**src/rtl/cmd_pkg.sv**
```systemverilog
`default_nettype none
// ============================================================================
//  Module      : cmd_pkg
//  Description : Shared constants, FSM state type and parity helper for the
//                command serializer and its upstream stage.
//  Revision    : Rev 1.0 - initial release
// ============================================================================
package cmd_pkg;

    localparam int CMD_WIDTH  = 32;
    localparam int DATA_CNT_W = 6;

    localparam logic [CMD_WIDTH-1:0]  RST_CODE  = 32'hF000_0000;
    localparam logic [DATA_CNT_W-1:0] DATA_LAST = 6'd31;

    localparam logic START_LVL = 1'b0;
    localparam logic STOP_LVL  = 1'b1;
    localparam logic IDLE_LVL  = 1'b1;

    typedef enum logic [2:0] {
        IDLE   = 3'd0,
        START  = 3'd1,
        DATA   = 3'd2,
        PARITY = 3'd3,
        STOP   = 3'd4,
        GAP    = 3'd5
    } ser_state_e;

    // Bit that makes the ones-count over word plus parity odd.
    function automatic logic odd_parity(input logic [CMD_WIDTH-1:0] word);
        return ~(^word);
    endfunction

endpackage
`default_nettype wire

```
**src/rtl/cmd_serializer_if.sv**
```systemverilog
`default_nettype none
// ============================================================================
//  Module      : cmd_serializer_if
//  Description : Command word handshake plus serial line/status bundle.
//  Revision    : Rev 1.0 - initial release
// ============================================================================
interface cmd_serializer_if;
    import cmd_pkg::*;

    logic                 cmd_in_valid;
    logic                 cmd_in_ready;
    logic [CMD_WIDTH-1:0] cmd_in;
    logic                 ser_out;
    logic                 busy;

    modport master (
        output cmd_in_valid,
        output cmd_in,
        input  cmd_in_ready,
        input  ser_out,
        input  busy
    );

    modport slave (
        input  cmd_in_valid,
        input  cmd_in,
        output cmd_in_ready,
        output ser_out,
        output busy
    );

endinterface
`default_nettype wire

```
**src/rtl/bit_tick_gen.sv**
```systemverilog
`default_nettype none
// ============================================================================
//  Module      : bit_tick_gen
//  Description : Bit-period divider; pulses tick_o every CLK_DIV cycles and
//                restarts from zero whenever clr_i is high.
//  Revision    : Rev 1.0 - initial release
// ============================================================================
module bit_tick_gen #(
    parameter int unsigned CLK_DIV = 4
) (
    input  wire logic clk,
    input  wire logic rst,
    input  wire logic clr_i,
    output logic      tick_o
);

    localparam logic [7:0] DIV_LAST = 8'(CLK_DIV - 1);

    logic [7:0] div_cnt_q;
    logic [7:0] div_cnt_d;

    // The tick itself is a bit boundary, so the count wraps on it.
    always_comb begin
        tick_o    = (div_cnt_q == DIV_LAST);
        div_cnt_d = (clr_i || tick_o) ? 8'd0 : div_cnt_q + 8'd1;
    end

    always_ff @(posedge clk or negedge rst) begin
        if (!rst) begin
            div_cnt_q <= 8'd0;
        end else begin
            div_cnt_q <= div_cnt_d;
        end
    end

endmodule
`default_nettype wire

```
**src/rtl/cmd_serializer.sv**
```systemverilog
`default_nettype none
// ============================================================================
//  Module      : cmd_serializer
//  Description : Frames a 32-bit command as start/data(MSB first)/[parity]/
//                stop on a single serial line, with an idle gap after each
//                frame. Parity bit present when CMD_SER_PARITY_EN is defined.
//  Revision    : Rev 1.0 - initial release
// ============================================================================
module cmd_serializer
    import cmd_pkg::*;
#(
    parameter int unsigned CLK_DIV  = 4,
    parameter int unsigned GAP_BITS = 2
) (
    input  wire logic       clk,
    input  wire logic       rst,
    cmd_serializer_if.slave bus
);

    localparam logic [3:0] GAP_LAST = (GAP_BITS == 0) ? 4'd0 : 4'(GAP_BITS - 1);

    ser_state_e           state_q;
    ser_state_e           state_d;
    logic [CMD_WIDTH-1:0] word_q;
    logic [CMD_WIDTH-1:0] word_d;
    logic [5:0]           bit_cnt_q;
    logic [5:0]           bit_cnt_d;
    logic [3:0]           gap_cnt_q;
    logic [3:0]           gap_cnt_d;
    logic                 ser_out_q;
    logic                 ser_out_d;
    logic                 busy_q;
    logic                 busy_d;
    logic                 ready_q;
    logic                 ready_d;

    logic                 w_tick;
    logic                 w_xfer;
    logic                 w_div_clr;

    assign w_xfer    = bus.cmd_in_valid && ready_q;
    assign w_div_clr = (state_q == IDLE);

    bit_tick_gen #(
        .CLK_DIV (CLK_DIV)
    ) u_tick (
        .clk    (clk),
        .rst    (rst),
        .clr_i  (w_div_clr),
        .tick_o (w_tick)
    );

    always_ff @(posedge clk or negedge rst) begin
        if (!rst) begin
            state_q   <= IDLE;
            word_q    <= '0;
            bit_cnt_q <= 6'd0;
            gap_cnt_q <= 4'd0;
            ser_out_q <= IDLE_LVL;
            busy_q    <= 1'b0;
            ready_q   <= 1'b0;
        end else begin
            state_q   <= state_d;
            word_q    <= word_d;
            bit_cnt_q <= bit_cnt_d;
            gap_cnt_q <= gap_cnt_d;
            ser_out_q <= ser_out_d;
            busy_q    <= busy_d;
            ready_q   <= ready_d;
        end
    end

    always_comb begin
        state_d   = state_q;
        word_d    = word_q;
        bit_cnt_d = bit_cnt_q;
        gap_cnt_d = gap_cnt_q;
        case (state_q)
            IDLE: begin
                if (w_xfer) begin
                    state_d = START;
                    word_d  = bus.cmd_in;
                end
            end
            START: begin
                if (w_tick) begin
                    state_d   = DATA;
                    bit_cnt_d = 6'd0;
                end
            end
            DATA: begin
                if (w_tick) begin
                    // Counter parks at 31 when leaving DATA rather than wrapping.
                    if (bit_cnt_q == DATA_LAST) begin
`ifdef CMD_SER_PARITY_EN
                        state_d = PARITY;
`else
                        state_d = STOP;
`endif
                    end else begin
                        bit_cnt_d = bit_cnt_q + 6'd1;
                    end
                end
            end
            PARITY: begin
                if (w_tick) begin
                    state_d = STOP;
                end
            end
            STOP: begin
                if (w_tick) begin
                    gap_cnt_d = 4'd0;
                    if (GAP_BITS == 0) begin
                        state_d = IDLE;
                    end else begin
                        state_d = GAP;
                    end
                end
            end
            GAP: begin
                if (w_tick) begin
                    if (gap_cnt_q == GAP_LAST) begin
                        state_d = IDLE;
                    end else begin
                        gap_cnt_d = gap_cnt_q + 4'd1;
                    end
                end
            end
            default: begin
                state_d = IDLE;
            end
        endcase
    end

    // Outputs are decoded from the next state so the registered line leads
    // the state change by no cycle at all.
    always_comb begin
        ready_d = (state_d == IDLE);
        busy_d  = (state_d != IDLE);
        case (state_d)
            START:   ser_out_d = START_LVL;
            DATA:    ser_out_d = word_q[5'd31 - bit_cnt_d[4:0]];
            PARITY:  ser_out_d = odd_parity(word_q);
            STOP:    ser_out_d = STOP_LVL;
            default: ser_out_d = IDLE_LVL;
        endcase
    end

    assign bus.cmd_in_ready = ready_q;
    assign bus.ser_out      = ser_out_q;
    assign bus.busy         = busy_q;

endmodule
`default_nettype wire

```
**src/flat_wrapper.sv**
```systemverilog
// flat-port wrapper written by rule: the top's interface ports become plain ports
module cmd_serializer_flat import cmd_pkg::*;
#(
    parameter int unsigned CLK_DIV  = 4,
    parameter int unsigned GAP_BITS = 2
)
  (clk, rst, bus_cmd_in_valid, bus_cmd_in, bus_cmd_in_ready, bus_ser_out, bus_busy);
  cmd_serializer_if bus_i ();
  input  wire logic clk;
  input  wire logic rst;
  input wire logic [$bits(bus_i.cmd_in_valid)-1:0] bus_cmd_in_valid;
  input wire logic [$bits(bus_i.cmd_in)-1:0] bus_cmd_in;
  output wire logic [$bits(bus_i.cmd_in_ready)-1:0] bus_cmd_in_ready;
  output wire logic [$bits(bus_i.ser_out)-1:0] bus_ser_out;
  output wire logic [$bits(bus_i.busy)-1:0] bus_busy;
  assign bus_i.cmd_in_valid = bus_cmd_in_valid;
  assign bus_i.cmd_in = bus_cmd_in;
  assign bus_cmd_in_ready = bus_i.cmd_in_ready;
  assign bus_ser_out = bus_i.ser_out;
  assign bus_busy = bus_i.busy;
  cmd_serializer #(.CLK_DIV(CLK_DIV), .GAP_BITS(GAP_BITS)) u_core (.clk(clk), .rst(rst), .bus(bus_i));
endmodule
```
**config.mk**
```make
export PLATFORM = sky130hd
export DESIGN_NAME = cmd_serializer_flat
export DESIGN_NICKNAME = d
export VERILOG_FILES = /design/src/rtl/cmd_pkg.sv /design/src/rtl/cmd_serializer_if.sv /design/src/rtl/bit_tick_gen.sv /design/src/rtl/cmd_serializer.sv /design/src/flat_wrapper.sv
export SDC_FILE = /design/constraint.sdc
export NUM_CORES = 1
export LEC_CHECK = 0
export ABC_AREA = 1
export CAP_MARGIN = 20
export CORE_ASPECT_RATIO = 2
export CORE_MARGIN = 3
export CORE_UTILIZATION = 40
export DETAILED_ROUTE_END_ITERATION = 8
export SETUP_SLACK_MARGIN = 0.2
export SLEW_MARGIN = 40
export SYNTH_ARGS = -nofsm -noshare
export SYNTH_HDL_FRONTEND = slang
export SYNTH_SLANG_ARGS = --single-unit
```
**constraint.sdc**
```tcl
create_clock -name clk -period 2.9 [get_ports clk]
set_input_delay 0.58 -clock clk [delete_from_list [all_inputs] [get_ports clk]]
set_output_delay 0.58 -clock clk [all_outputs]
set_load 0.03 [all_outputs]
```
======== Word-level counts from Yosys, hierarchy flattened ========
Index checks and enable logic that the tools add are counted.
storage, ports and cells
  bits in registers ....................... 56
  output and inout bits ................... 3
operators by class
  eq/ne operators ......................... 17
  mux-type cells .......................... 21
  add/subtract/negate cells ............... 4
  order comparisons ....................... 1
  bitwise gates (word level) .............. 1
  reduce and logical (&&, ||, !) cells .... 11
operators with widths
  cell                                                         count
  parity 32 bit                                                1
  two-way mux 3 bit                                            8
  two-way mux 6 bit                                            3
  one-hot mux 3 bit (6 select lines)                           1
  == test 3 x 2 -> 1 bit (second input constant)               4
  two-way mux 4 bit                                            3
  inequality test 2 bit (second input constant)                6
  one-hot mux 6 bit (2 select lines)                           1
  adder 8 x 1 -> 8 bit (second input constant)                 1
  == test 8 x 2 -> 1 bit (second input constant)               1
  two-way mux 8 bit                                            1
  one-hot mux 4 bit (2 select lines)                           1
  AND reduction 4 bit                                          2
  adder 6 x 1 -> 6 bit (second input constant)                 1
  == test 3 x 1 -> 1 bit (second input constant)               2
  == test 3 bit (second input constant)                        2
  == test 6 x 5 -> 1 bit (second input constant)               1
  zero test 3 bit                                              2
  less-than comparator 5 x 6 -> 1 bit (second input constant)  1
  binary-select mux 1 bit (select 5 bit)                       1
  subtractor 5 bit (first input constant)                      1
  adder 4 x 1 -> 4 bit (second input constant)                 1
  == test 4 x 1 -> 1 bit (second input constant)               1
  nonzero test 2 bit                                           2
  other kinds (7)                                              7

======== Longest topological paths before layout ========
  depth in word-level cells ............... 8
  gate-level depth with buffers ........... 18
  depth with buffers taken out ............ 17

======== Modules after synthesis ========
Synthesis repeated with hierarchy kept, for this count alone.
second synthesis, totals
  cells, all modules ...................... 349
  area, all modules ....................... 3,176.8 um2
modules (own cells, without submodules)
  module          instances  cells an instance  area an instance (um2)  seq. area each (um2)
  cmd_serializer  1          290                2,722.6                 1,202.4
  bit_tick_gen    1          59                 454.2                   200.2

======== Least setup slack after synthesis ========
No wires, ideal clock.
  kind .................................... register -> register
  from .................................... register u_core.bit_cnt_q[0]
  to ...................................... register u_core.ser_out_q (netlist: u_core.bus.ser_out)
  cell stages (with the launch flop) ...... 19
  clock period less this slack ............ 1.997 ns
  library setup time ...................... 0.076 ns
  data arrival time ....................... 1.920 ns
  slack ................................... 0.903 ns
  path buffers ............................ 1
  required time ........................... 2.824 ns
  cell sequence ........................... dfrtp_1 -> ha_1 -> nand3_2 -> clkinv_1 -> nand2_2 -> nand2_2 -> nand2_2 -> nand2_4 -> nand2_8 -> nand2_4 -> buf_6 -> nand2_1 -> nand3_1 -> nand3_1 -> nand3_1 -> nand2_1 -> nand2_1 -> nand3_1 -> nand2_1
between the ends
  longest elaborated chain between the ends .. 8
RTL lines
  item                                                                   RTL line                                     source
  start, declared                                                        cmd_serializer.sv:26                         logic [5:0] bit_cnt_q;
  start signal, assigned                                                 cmd_serializer.sv:65                         bit_cnt_q <= bit_cnt_d;
  adder 6 x 1 -> 6 bit / == test 6 x 5 -> 1 bit (equally long branches)  cmd_serializer.sv:101, cmd_serializer.sv:94
  two-way mux 6 bit                                                      cmd_serializer.sv:94                         if (bit_cnt_q == DATA_LAST) begin
  two-way mux 6 bit                                                      cmd_serializer.sv:92                         if (w_tick) begin
  one-hot mux 6 bit (2 select lines) (*)                                 cmd_serializer.sv:78                         case (state_q)
  via u_core.bit_cnt_d[0]                                                cmd_serializer.sv:27                         logic [5:0] bit_cnt_d;
  subtractor 5 bit (*)                                                   cmd_serializer.sv:142                        DATA: ser_out_d = word_q[5'd31 - bit_cnt_d[4:0]];
  binary-select mux 1 bit (select 5 bit) (*)                             cmd_serializer.sv:142
  two-way mux 1 bit (not written as such) (*)                            cmd_serializer.sv:142
  one-hot mux 1 bit (3 select lines) (*)                                 cmd_serializer.sv:140                        case (state_d)
  via u_core.ser_out_d                                                   cmd_serializer.sv:31                         logic ser_out_d;
  end signal, assigned                                                   cmd_serializer.sv:67                         ser_out_q <= ser_out_d;
  end, declared                                                          cmd_serializer.sv:30                         logic ser_out_q;
The timed path passes the listed nets; every way through them passes the cells marked *. The select of a mux whose other input is x is not followed.
A chain may end at the register's enable or synchronous reset.

======== Final worst setup path ========
  from .................................... register u_core.bit_cnt_q[0]
  to ...................................... register u_core.ser_out_q (netlist: u_core.bus.ser_out)
between the ends
  longest elaborated chain between the ends .. 8
RTL lines
  item                                                                   RTL line
  adder 6 x 1 -> 6 bit / == test 6 x 5 -> 1 bit (equally long branches)  cmd_serializer.sv:101, cmd_serializer.sv:94
  two-way mux 6 bit                                                      cmd_serializer.sv:94
  two-way mux 6 bit                                                      cmd_serializer.sv:92
  one-hot mux 6 bit (2 select lines)                                     cmd_serializer.sv:78
  subtractor 5 bit                                                       cmd_serializer.sv:142
  binary-select mux 1 bit (select 5 bit)                                 cmd_serializer.sv:142
  two-way mux 1 bit (not written as such)                                cmd_serializer.sv:142
  one-hot mux 1 bit (3 select lines) (*)                                 cmd_serializer.sv:140
  via u_core.ser_out_d                                                   cmd_serializer.sv:31
Marks and branches as above.

==> impl_summary.txt <==
----------------------------------------------------
[Critical path]
  Delay-heaviest family, CP ... simple AND/OR/NAND/NOR gates
  Type of origin of the critical path ... register
  Critical path endpoint category ... register
  Required arrival time at the worst endpoint ... between 3 and 4 ns
  CP Class ... register to register
  Worst path cell trace ... ha_1 > nand3_2 > clkinv_1 > nand2_2 > nand2_2 > inv_2 > nand3b_4 > nand2_4 > nand2_1 > nand3_1 > nand3_1 > nand3_1 > nand2_1 > nand2_1 > nand3_1 > nand2_1
  Worst path slowest cell ... dfrtp_1
  Worst stage delay on the critical path ... ~0.48 ns
  Critical path buffer and inverter count ... 2
  Data arrival time of the critical path ... 2.50 ns
  Maximum net fanout on the critical path ... 17

[CTS]
  Clock sink count ... 56
  Clock tree from TritonCTS ... yes
  Hold buffers post-CTS ... 0
  Post-cts resize count ... 0
  Clk pin slew, worst setup/hold paths ... 0.07 ns
  Skew-Pair Late Insertion Delay ... 0.29 ns
  Setup Fix Bufs, Post-CTS ... 0
  H-Tree Level Count ... 2
  Buffer depth of the longest clock path ... 2
  Total clock buffers created by CTS ... 5
  Clock tree root driver cell ... clkbuf_16

[Routing]
  Detailed-router iteration count before antenna repair ... 4
  Count of vias placed by the detailed router ... 2419
  Number of remaining DRC errors ... 0
  Routed length per placed instance ... 14.1 um
  Via-per-instance ratio ... 5.09
  Total wirelength of the detailed-routed design ... roughly 6700 um
  DRC violation total after the first TritonRoute iteration ... 50
  Residual antenna-violating net count after detailed routing ... 0

[Global route]
  Global-route wire length before repair ... 11500 um
  GRT Total Usage ... 16.7%
  Overflow left after global routing ... 0
  Initial antenna violation count ... 0
  Largest net degree at the start of global routing ... 33
  Via count of the first global-routing pass ... 2609

[Final layout]
  Count of inserted antenna diode cells ... 0
  Layout-stage area growth over the synthesis result ... 19.4%
  Util after Layout ... slightly below 50%
  Most common cell after layout, fill and taps aside ... dfrtp_1
  Net count reported at finish ... 419
  Share of layout cells above drive strength 1 ... a little under a fifth
  Top library cells by usage in the layout, fill and taps aside ... dfrtp_1 (55), nand3_1 (50), nand2_1 (49)

[Status]
  Status ... complete, no violations

[Power]
  Leakage Power ... 1.76 nW
  Pwr Density ... slightly below 400 nW/um^2
  VDD IR-drop max ... 0.347 mV

[STA]
  Final Critical Period ... between 2 and 2.5 ns
  Worst Hold Margin ... 0.228 ns
  Unrepaired setup endpoints after global routing ... false
  Upper clock frequency limit ... 0.443 GHz
  Clock Skew ... around 0.0045 ns
  Total count of max-transition violations in the final report ... 0
  Setup_tns ... 0 ns
  Hold Violations, Final ... 0
  Pin slew with the least headroom to its limit ... just over 0.5 ns
  Final Setup Violations ... 0
  Normalized max-slew margin ... 65.7%
  Fin crit share ... 77.9%

[Synthesis]
  Syn_area_per_cell ... 9.31 sq um
  Number of distinct standard cells referenced by the synthesized netlist ... 34
  Dominant register cell in the synthesized netlist ... dfrtp_1
  Post-Syn Instances ... 340
  Number of nets in the synthesized netlist ... 379
  Sequential element share of the synthesized area ... between 40% and 50%
  Total of warnings raised by yosys ... 0
  Count of flip-flops with a built-in enable after synthesis ... 0
  Count of state elements after synthesis ... 56
  Share of flip-flops with an asynchronous set or reset after synthesis ... 100%
  Mapped Area ... between 3000 and 4000 sq um

[Floorplanning]
  Placeable core area ... 7660 sq um
  Die Ht ... 132 um
  Die extent in x ... 68.9 um
  Overall die area ... 9080 sq um
  Number of standard-cell rows in the floorplan ... 45
  Boundary Pins ... 38
  Effective utilization at floorplan ... between 40% and 50%

[Worst hold path]
  Hold WC Path Type ... primary input to asynchronous set/reset pin

[Placement]
  DP HPWL ... roughly 5300 um
  RePlAce Congestion ... ~0.89
  Buffers added on ports ... 37

[Job]
  MaxCap Viol Count ... 0

----------------------------------------------------
[routing by layer]
layer  global-route usage (%)  share of wire [%]
met2                     31.3                 60
met5                        0                  0
met3                     2.65                2.2
met4                     8.47                3.6
met1                     16.2                 34
[stage by stage]
step	cell area [sq um]	instances	power, mW	setup slack, ns
after CTS	3780	475	1.48	0.620
after floorplan	3160	340	0.796	0.903
final	3780	475	1.46	0.642
after detailed placement	3630	467	0.861	0.644
after global placement	3630	467	0.859	0.682
after global routing	3780	475	1.51	0.343
[kinds of logic after synthesis]
kind of cell,Yosys count,share of synthesized area [%]
AOI/OAI and AO/OA,22,4.19
xor gates and xnor gates,34,9.41
adders and majority gates,4,1.58
buffers and inverters,41,5.38
DFF,56,44.3
muxes,32,11.4
and+or+nand+nor,151,23.7
[sequential cells by signal, indices dropped and copies added (netlist names)]
register,count
u_core.bus.cmd_in_ready,1
u_core.state_q,3
u_core.bit_cnt_q,6
u_core.word_q,32
u_core.u_tick.div_cnt_q,8
u_core.gap_cnt_q,4
u_core.bus.ser_out,1
u_core.bus.busy,1
[layout make-up]
| class | count | area (sq um) |
|---|---|---|
| fill | 796 | 3880 |
| timing repair buffer | 40 | 388 |
| sequential | 56 | 1400 |
| tap | 94 | 118 |
| inverter | 34 | 128 |
| multi-input combinational | 243 | 1590 |
| clock buffer | 7 | 143 |
| clock inverter | 1 | 7.51 |
[path summary, 6_finish.rpt]
kind | endpoint | slack [ns] | cells after the start | startpoint
worst max register to register | u_core.bus.ser_out | 0.64 | 16 | u_core.bit_cnt_q[0]
worst min-delay path | u_core.u_tick.div_cnt_q[3] | 0.23 | 1 | rst
max in group asynchronous | u_core.bus.ser_out | 1.95 | 2 | rst
worst max-delay path | u_core.bus.ser_out | 0.64 | 16 | u_core.bit_cnt_q[0]
min in group clk | u_core.u_tick.div_cnt_q[0] | 0.47 | 1 | u_core.u_tick.div_cnt_q[0]
worst min register to register | u_core.u_tick.div_cnt_q[0] | 0.47 | 1 | u_core.u_tick.div_cnt_q[0]
[report_power, final]
| part | switching [mW] | leakage (nW) | internal [mW] |
|---|---|---|---|
| registers | 0 | 0.749 | 0.780 |
| clock network | 0.274 | 0.0701 | 0.345 |
| logic | 0.0215 | 0.937 | 0.0409 |
| total | 0.296 | 1.76 | 1.17 |
[cell usage after synthesis, types with 4 or more instances]
cell / instances / area, sq um
dfrtp_1: 55 / 1380
xor2_1: 9 / 78.8
nor3_1: 6 / 30.0
nand2_2: 7 / 43.8
inv_1: 25 / 93.8
nand3_1: 50 / 250
a21oi_1: 6 / 30.0
o21ai_0: 7 / 35.0
xnor2_1: 25 / 219
mux2_2: 32 / 360
nand2_1: 49 / 184
nor2_1: 24 / 90.1
inv_2: 8 / 30.0
o22ai_1: 4 / 25.0
ha_1: 4 / 50.1
[worst reg2reg max path, stage by stage (launching register included)]
cell and delay [ns]:
dfrtp_1 0.48, ha_1 0.28, nand3_2 0.09, clkinv_1 0.09
nand2_2 0.10, nand2_2 0.07, inv_2 0.10, nand3b_4 0.21
nand2_4 0.25, nand2_1 0.09, nand3_1 0.07, nand3_1 0.08
nand3_1 0.09, nand2_1 0.06, nand2_1 0.06, nand3_1 0.06
nand2_1 0.06
Note: power is estimated with default switching activity, not from simulation.
